File: src/rtl/dpram_rw_arbiter_if.sv
// dpram_rw_arbiter_if: requester-side and RAM-side signals of the shared dual-port SRAM arbiter.
interface dpram_rw_arbiter_if #(
   parameter int NUM_MASTER = 4,
   parameter int ADDR_WIDTH = 10,
   parameter int DATA_WIDTH = 32
);
   logic [NUM_MASTER-1:0]            rd_req;
   logic [NUM_MASTER*ADDR_WIDTH-1:0] rd_addr;
   logic [NUM_MASTER-1:0]            rd_gnt;
   logic [NUM_MASTER-1:0]            wr_req;
   logic [NUM_MASTER*ADDR_WIDTH-1:0] wr_addr;
   logic [NUM_MASTER*DATA_WIDTH-1:0] wr_data;
   logic [NUM_MASTER-1:0]            wr_gnt;
   logic                             rdata_valid;
   logic [NUM_MASTER-1:0]            rdata_id;
   logic [DATA_WIDTH-1:0]            rdata;
   logic                             ram_we;
   logic [ADDR_WIDTH-1:0]            ram_waddr;
   logic [DATA_WIDTH-1:0]            ram_wdata;
   logic                             ram_rd;
   logic [ADDR_WIDTH-1:0]            ram_raddr;
   logic [DATA_WIDTH-1:0]            ram_rdata;
   modport slave (
      input  rd_req, rd_addr, wr_req, wr_addr, wr_data, ram_rdata,
      output rd_gnt, wr_gnt, rdata_valid, rdata_id, rdata,
             ram_we, ram_waddr, ram_wdata, ram_rd, ram_raddr
   );
   modport master (
      output rd_req, rd_addr, wr_req, wr_addr, wr_data, ram_rdata,
      input  rd_gnt, wr_gnt, rdata_valid, rdata_id, rdata,
             ram_we, ram_waddr, ram_wdata, ram_rd, ram_raddr
   );
endinterface

File: src/rtl/dpram_rw_arbiter.sv
// dpram_rw_arbiter: independent round-robin read/write arbitration onto one dual-port SRAM with write-to-read forwarding.
module dpram_rw_arbiter #(
   parameter int NUM_MASTER = 4,
   parameter int ADDR_WIDTH = 10,
   parameter int DATA_WIDTH = 32
) (
   input logic              clk,
   input logic              rst_b,
   dpram_rw_arbiter_if.slave bus
);
   localparam int PW = $clog2(NUM_MASTER);

   function automatic logic [PW-1:0] wrap(input logic [PW-1:0] p, input int j);
      int s;
      s = (int'(p) + j) % NUM_MASTER;
      return PW'(s);
   endfunction

   logic [PW-1:0]         r_rd_ptr, r_wr_ptr;
   logic [PW-1:0]         w_rd_sel, w_wr_sel;
   logic [NUM_MASTER-1:0] w_rd_gnt, w_wr_gnt;
   logic                  r_rdata_valid, r_byp_hit;
   logic [NUM_MASTER-1:0] r_rdata_id;
   logic [DATA_WIDTH-1:0] r_byp_data;

   // Scan from the farthest offset back to rr_ptr so the nearest requester overwrites last.
   always_comb begin
      w_rd_gnt = '0;
      w_wr_gnt = '0;
      w_rd_sel = '0;
      w_wr_sel = '0;
      for (int j = NUM_MASTER - 1; j >= 0; j--) begin
         if (bus.rd_req[wrap(r_rd_ptr, j)]) begin
            w_rd_sel = wrap(r_rd_ptr, j);
            w_rd_gnt = NUM_MASTER'(1) << w_rd_sel;
         end
         if (bus.wr_req[wrap(r_wr_ptr, j)]) begin
            w_wr_sel = wrap(r_wr_ptr, j);
            w_wr_gnt = NUM_MASTER'(1) << w_wr_sel;
         end
      end
   end

   assign bus.rd_gnt    = w_rd_gnt;
   assign bus.wr_gnt    = w_wr_gnt;
   assign bus.ram_rd    = |w_rd_gnt;
   assign bus.ram_we    = |w_wr_gnt;
   assign bus.ram_raddr = bus.ram_rd ? bus.rd_addr[w_rd_sel*ADDR_WIDTH +: ADDR_WIDTH] : '0;
   assign bus.ram_waddr = bus.ram_we ? bus.wr_addr[w_wr_sel*ADDR_WIDTH +: ADDR_WIDTH] : '0;
   assign bus.ram_wdata = bus.ram_we ? bus.wr_data[w_wr_sel*DATA_WIDTH +: DATA_WIDTH] : '0;

   always_ff @(posedge clk or negedge rst_b) begin
      if (!rst_b) begin
         r_rd_ptr      <= '0;
         r_wr_ptr      <= '0;
         r_rdata_valid <= 1'b0;
         r_rdata_id    <= '0;
         r_byp_hit     <= 1'b0;
         r_byp_data    <= '0;
      end else begin
         if (bus.ram_rd) r_rd_ptr <= wrap(w_rd_sel, 1);
         if (bus.ram_we) r_wr_ptr <= wrap(w_wr_sel, 1);
         r_rdata_valid <= bus.ram_rd;
         r_rdata_id    <= w_rd_gnt;
         r_byp_hit     <= bus.ram_rd & bus.ram_we & (bus.ram_raddr == bus.ram_waddr);
         r_byp_data    <= bus.ram_wdata;
      end
   end

   // The RAM returns stale contents on a same-address collision, so forward the written word.
   assign bus.rdata_valid = r_rdata_valid;
   assign bus.rdata_id    = r_rdata_id;
   assign bus.rdata       = !r_rdata_valid ? '0 : r_byp_hit ? r_byp_data : bus.ram_rdata;
endmodule
File: src/flat_wrapper.sv
// flat-port wrapper written by rule: the top's interface ports become plain ports
module dpram_rw_arbiter_flat 
#(
   parameter int NUM_MASTER = 4,
   parameter int ADDR_WIDTH = 10,
   parameter int DATA_WIDTH = 32
)
  (clk, rst_b, bus_rd_req, bus_rd_addr, bus_wr_req, bus_wr_addr, bus_wr_data, bus_ram_rdata, bus_rd_gnt, bus_wr_gnt, bus_rdata_valid, bus_rdata_id, bus_rdata, bus_ram_we, bus_ram_waddr, bus_ram_wdata, bus_ram_rd, bus_ram_raddr);
  dpram_rw_arbiter_if #(.NUM_MASTER(NUM_MASTER), .ADDR_WIDTH(ADDR_WIDTH), .DATA_WIDTH(DATA_WIDTH)) bus_i ();
  input logic clk;
  input logic rst_b;
  input wire logic [$bits(bus_i.rd_req)-1:0] bus_rd_req;
  input wire logic [$bits(bus_i.rd_addr)-1:0] bus_rd_addr;
  input wire logic [$bits(bus_i.wr_req)-1:0] bus_wr_req;
  input wire logic [$bits(bus_i.wr_addr)-1:0] bus_wr_addr;
  input wire logic [$bits(bus_i.wr_data)-1:0] bus_wr_data;
  input wire logic [$bits(bus_i.ram_rdata)-1:0] bus_ram_rdata;
  output wire logic [$bits(bus_i.rd_gnt)-1:0] bus_rd_gnt;
  output wire logic [$bits(bus_i.wr_gnt)-1:0] bus_wr_gnt;
  output wire logic [$bits(bus_i.rdata_valid)-1:0] bus_rdata_valid;
  output wire logic [$bits(bus_i.rdata_id)-1:0] bus_rdata_id;
  output wire logic [$bits(bus_i.rdata)-1:0] bus_rdata;
  output wire logic [$bits(bus_i.ram_we)-1:0] bus_ram_we;
  output wire logic [$bits(bus_i.ram_waddr)-1:0] bus_ram_waddr;
  output wire logic [$bits(bus_i.ram_wdata)-1:0] bus_ram_wdata;
  output wire logic [$bits(bus_i.ram_rd)-1:0] bus_ram_rd;
  output wire logic [$bits(bus_i.ram_raddr)-1:0] bus_ram_raddr;
  assign bus_i.rd_req = bus_rd_req;
  assign bus_i.rd_addr = bus_rd_addr;
  assign bus_i.wr_req = bus_wr_req;
  assign bus_i.wr_addr = bus_wr_addr;
  assign bus_i.wr_data = bus_wr_data;
  assign bus_i.ram_rdata = bus_ram_rdata;
  assign bus_rd_gnt = bus_i.rd_gnt;
  assign bus_wr_gnt = bus_i.wr_gnt;
  assign bus_rdata_valid = bus_i.rdata_valid;
  assign bus_rdata_id = bus_i.rdata_id;
  assign bus_rdata = bus_i.rdata;
  assign bus_ram_we = bus_i.ram_we;
  assign bus_ram_waddr = bus_i.ram_waddr;
  assign bus_ram_wdata = bus_i.ram_wdata;
  assign bus_ram_rd = bus_i.ram_rd;
  assign bus_ram_raddr = bus_i.ram_raddr;
  dpram_rw_arbiter #(.NUM_MASTER(NUM_MASTER), .ADDR_WIDTH(ADDR_WIDTH), .DATA_WIDTH(DATA_WIDTH)) u_core (.clk(clk), .rst_b(rst_b), .bus(bus_i));
endmodule
File: config.mk
export PLATFORM = sky130hd
export DESIGN_NAME = dpram_rw_arbiter_flat
export DESIGN_NICKNAME = d
export VERILOG_FILES = /design/src/rtl/dpram_rw_arbiter_if.sv /design/src/rtl/dpram_rw_arbiter.sv /design/src/flat_wrapper.sv
export SDC_FILE = /design/constraint.sdc
export NUM_CORES = 1
export LEC_CHECK = 0
export ABC_CLOCK_PERIOD_IN_PS = 11350
export CAP_MARGIN = 30
export CORE_AREA = 2 2 137 139
export CTS_CLUSTER_DIAMETER = 120
export CTS_CLUSTER_SIZE = 8
export DETAILED_ROUTE_END_ITERATION = 7
export DIE_AREA = 0 0 139 141
export HOLD_SLACK_MARGIN = 0.08
export PLACE_DENSITY_LB_ADDON = 0.08
export REMOVE_ABC_BUFFERS = 1
export SKIP_LAST_GASP = 1
export SYNTH_ARGS = -nofsm -noshare
export SYNTH_HDL_FRONTEND = slang
export SYNTH_SLANG_ARGS = --single-unit
File: constraint.sdc
create_clock -name clk -period 11.35 [get_ports clk]
set_input_delay 1.135 -clock clk [delete_from_list [all_inputs] [get_ports clk]]
set_output_delay 1.135 -clock clk [all_outputs]
set_load 0.02 [all_outputs]
==> summary.txt <==
Status
  • Status: complete, no violations

Layout
  • P&R area growth vs syn: 80.3%
  • Commonest non-fill, non-tap cell in the layout: clkdlybuf4s50_1
  • Layout cells sized above 1: 11.7%
  • Nets@finish: around 1100
  • Most frequent cells in the layout: 347 x clkdlybuf4s50_1, 70 x nor2b_1, 64 x mux2i_1, 41 x mux4_2, 41 x dfrtp_1

Die
  • I/O pins: 349
  • Die width: 139 µm
  • Total die area: 19600 µm²
  • Core Rows: 50
  • Die Y: about 140 µm
  • Initial Util: a little over a quarter
  • Core Box Area: 18300 µm²

Synthesis
  • Post-synth EDFFs: 0
  • Synthesized area: 4860 µm²
  • Async SR Flop Fraction: 100%
  • Register bit count reported by yosys: between 40 and 50
  • Yosys cell types: between 60 and 70
  • Cell count after synthesis: 483
  • Most used DFF post-synth: dfrtp_1
  • Syn Area/Cell: 10.1 µm²
  • Register area share after synthesis: 21.6%
  • Synth Warn #: 0

Global route
  • Vias in the first global route: ~5500
  • First-pass GRT wire length: 32.9 mm
  • Total track usage: 21.5%
  • Initial antenna violation count: 4
  • Total gr overflow: 0
  • Largest net degree at the start of global routing: 43

Routing
  • WL final: 21.9 mm
  • Starting DRT DRC Count: 172
  • Per-cell routed wire length: 21.0 µm
  • Pre-Repair DR Iteration Count: 4
  • DRT antenna net count: 0
  • Via Count: between 5000 and 6000
  • Vias per Instance: 5.07
  • DRC Markers: 0

Power and ir drop
  • Max rail drop VDD: 242 µV
  • Register share of total power: 9.2%
  • Comb pwr share: 84.9%
  • Clock share of power: under 10%
  • Leakage Power: between 3 and 4 nW
  • Sw power: 1.60 mW
  • Internal power: 1.71 mW
  • Sw Share: between 40 and 50%
  • PwrDens: 378 nW/µm²

Timing
  • Fin crit period: ~6.3 ns
  • Max_slew headroom: roughly a third
  • Slew Limit Fails: 0
  • Setup TNS: 0 ns
  • Worst hold margin: 0.850 ns
  • Tightest Pin Transition: 1.01 ns
  • RSZ-0062 raised after global routing: false
  • Final hold violation count: 0
  • Fmax: 159 MHz
  • Fin crit share: ~55%
  • Final Skew: around 0.004 ns
  • Final setup vio count: 0

Clocking
  • CTS Buf Count: 5
  • CTS resizes: 0
  • CTS tree: done
  • Clock sinks: 42
  • CTS HTree Levels: 2
  • Clock slew at reported path FFs: around 0.070 ns
  • Root Buffer: clkbuf_16
  • Clock insertion delay at the later pin of the skew report: 0.29 ns
  • Post-CTS Repair Setup Buffers: 0
  • Max clock buf depth: 2
  • Cts hold-fix bufs: 0

Setup path
  • Critical Path AT: roughly 5.1 ns
  • CP Capture Type: output pin
  • Worst Path Required: just over 10 ns
  • Worst setup SP type: input port
  • Largest fanout on the critical path: 42
  • R2R Setup Slk: 6.46 ns
  • CP max-delay cell: buf_4
  • Cell chain of the critical path: clkdlybuf4s50_1 -> mux4_2 -> nor2b_2 -> o21a_1 -> nor2_4 -> buf_4 -> mux2i_1 -> mux2i_1 -> nor2b_1 -> clkdlybuf4s50_1
  • Crit Path Class: input port to output pin
  • Slowest Stage Delay on Critical Path: 0.69 ns

Min path
  • Hold WC Path Type: input port to asynchronous set/reset pin

Placement
  • Post-DP HPWL: between 15 and 20 mm
  • Gpl congestion: between 0.8 and 0.9
  • Port Buffers: around 350

Run
  • Total of max-cap violations: 0
metrics by stage:
step	worst slack (ns)	util, %	std cells	total power [mW]	instance area, µm²
final	5.08	48.0	1044	3.31	8770
after global routing	4.63	48.0	1044	3.52	8770
after detailed placement	5.01	46.8	1032	3.13	8560
after CTS	4.99	47.9	1040	3.34	8760
after floorplan	5.36	-	443	2.00	4660
after global placement	5.15	46.3	1028	3.09	8460
state kept, by name, indices dropped and copies added (netlist names):
name and flops:
u_core.r_byp_hit 1, u_core.bus.rdata_id 4, u_core.r_rd_ptr 2, u_core.r_byp_data 32, u_core.r_wr_ptr 2, u_core.bus.rdata_valid 1
power by group through the flow:
| stage | logic [mW] | clock network (mW) | registers (mW) |
|---|---|---|---|
| floorplan | 1.70 | 0 | 0.299 |
| global placement | 2.78 | 0 | 0.311 |
| detailed placement | 2.82 | 0 | 0.306 |
| CTS | 2.84 | 0.204 | 0.304 |
| global route | 3.00 | 0.208 | 0.315 |
| finish | 2.81 | 0.198 | 0.303 |
logic make-up (layout without fill, tap and decap cells):
kind of cell | after synthesis | in the layout | share of synthesized area, %
buf+inv | 55 | 378 | 5.28
xor+xnor | 7 | 7 | 1.26
flops | 42 | 42 | 21.6
other cells | 0 | 4 | 0
simple gates | 160 | 160 | 18.9
mux | 124 | 124 | 36.6
fa+ha+maj | 16 | 16 | 4.12
compound gates | 79 | 79 | 12.2
cells in the mapped netlist, types with 3 or more instances:
cell       count  area share [%]
nand2_1       12            0.93
dfrtp_1       42              22
ha_1          16             4.1
xnor2_1        5            0.90
mux4_2        41              19
o21a_1         4            0.62
o2bb2ai_1      3            0.54
o21ai_0       14             1.4
a21o_1         3            0.46
a21oi_1        8            0.82
and2_1         6            0.77
clkbuf_1      18             1.4
nor2_1        32             2.5
mux2_2        19             4.4
buf_6          3            0.69
buf_4          4            0.62
a221oi_1      16             2.9
o2111ai_1      3            0.54
inv_1         14             1.1
o211ai_1       4            0.62
o22ai_1        4            0.51
buf_2          9            0.93
mux2i_1       64              13
nand2b_1       3            0.39
nand3_1       11             1.1
or2_2          4            0.51
nor2b_1       70             9.0
nor3b_1        3            0.46
buf_1          5            0.39
worst paths after layout:
check                              startpoint                    end  cells past startpoint
hold reg to reg            u_core.r_rd_ptr[1]     u_core.r_rd_ptr[1]                      2
hold / removal                          rst_b  u_core.r_byp_data[16]                      1
setup reg to reg           u_core.r_wr_ptr[0]       u_core.r_byp_hit                     11
setup / recovery                bus_wr_req[2]       bus_ram_waddr[7]                     10
min in group clk           u_core.r_rd_ptr[1]     u_core.r_rd_ptr[1]                      2
max in group asynchronous               rst_b       u_core.r_byp_hit                      2
critical path: cells and delay by family:
family / cells / cell delay [ns]
and+or+nand+nor: 3 / 0.70
buffers and inverters: 3 / 1.88
AOI/OAI and AO/OA: 1 / 0.27
muxes: 3 / 1.10
routing by layer:
metal	track usage, %	vias up	wire [µm]
li1	-	2456	-
met1	25.4	2557	8610
met2	39.3	251	11300
met3	4.52	32	1440
met4	6.54	0	522
met5	0	-	0
cell type report:
cell class              count  area [µm²]
flip-flops and latches     42        1050
clock buffers               6         139
repair buffers            355        3600
multi-input cells         386        3560
clock inverters             2        60.1
inverters                  15        56.3
fillers                  1729        9500
diodes                      4        10.0
well taps                 234         293
No activity file was read; power rests on OpenSTA's default activity.
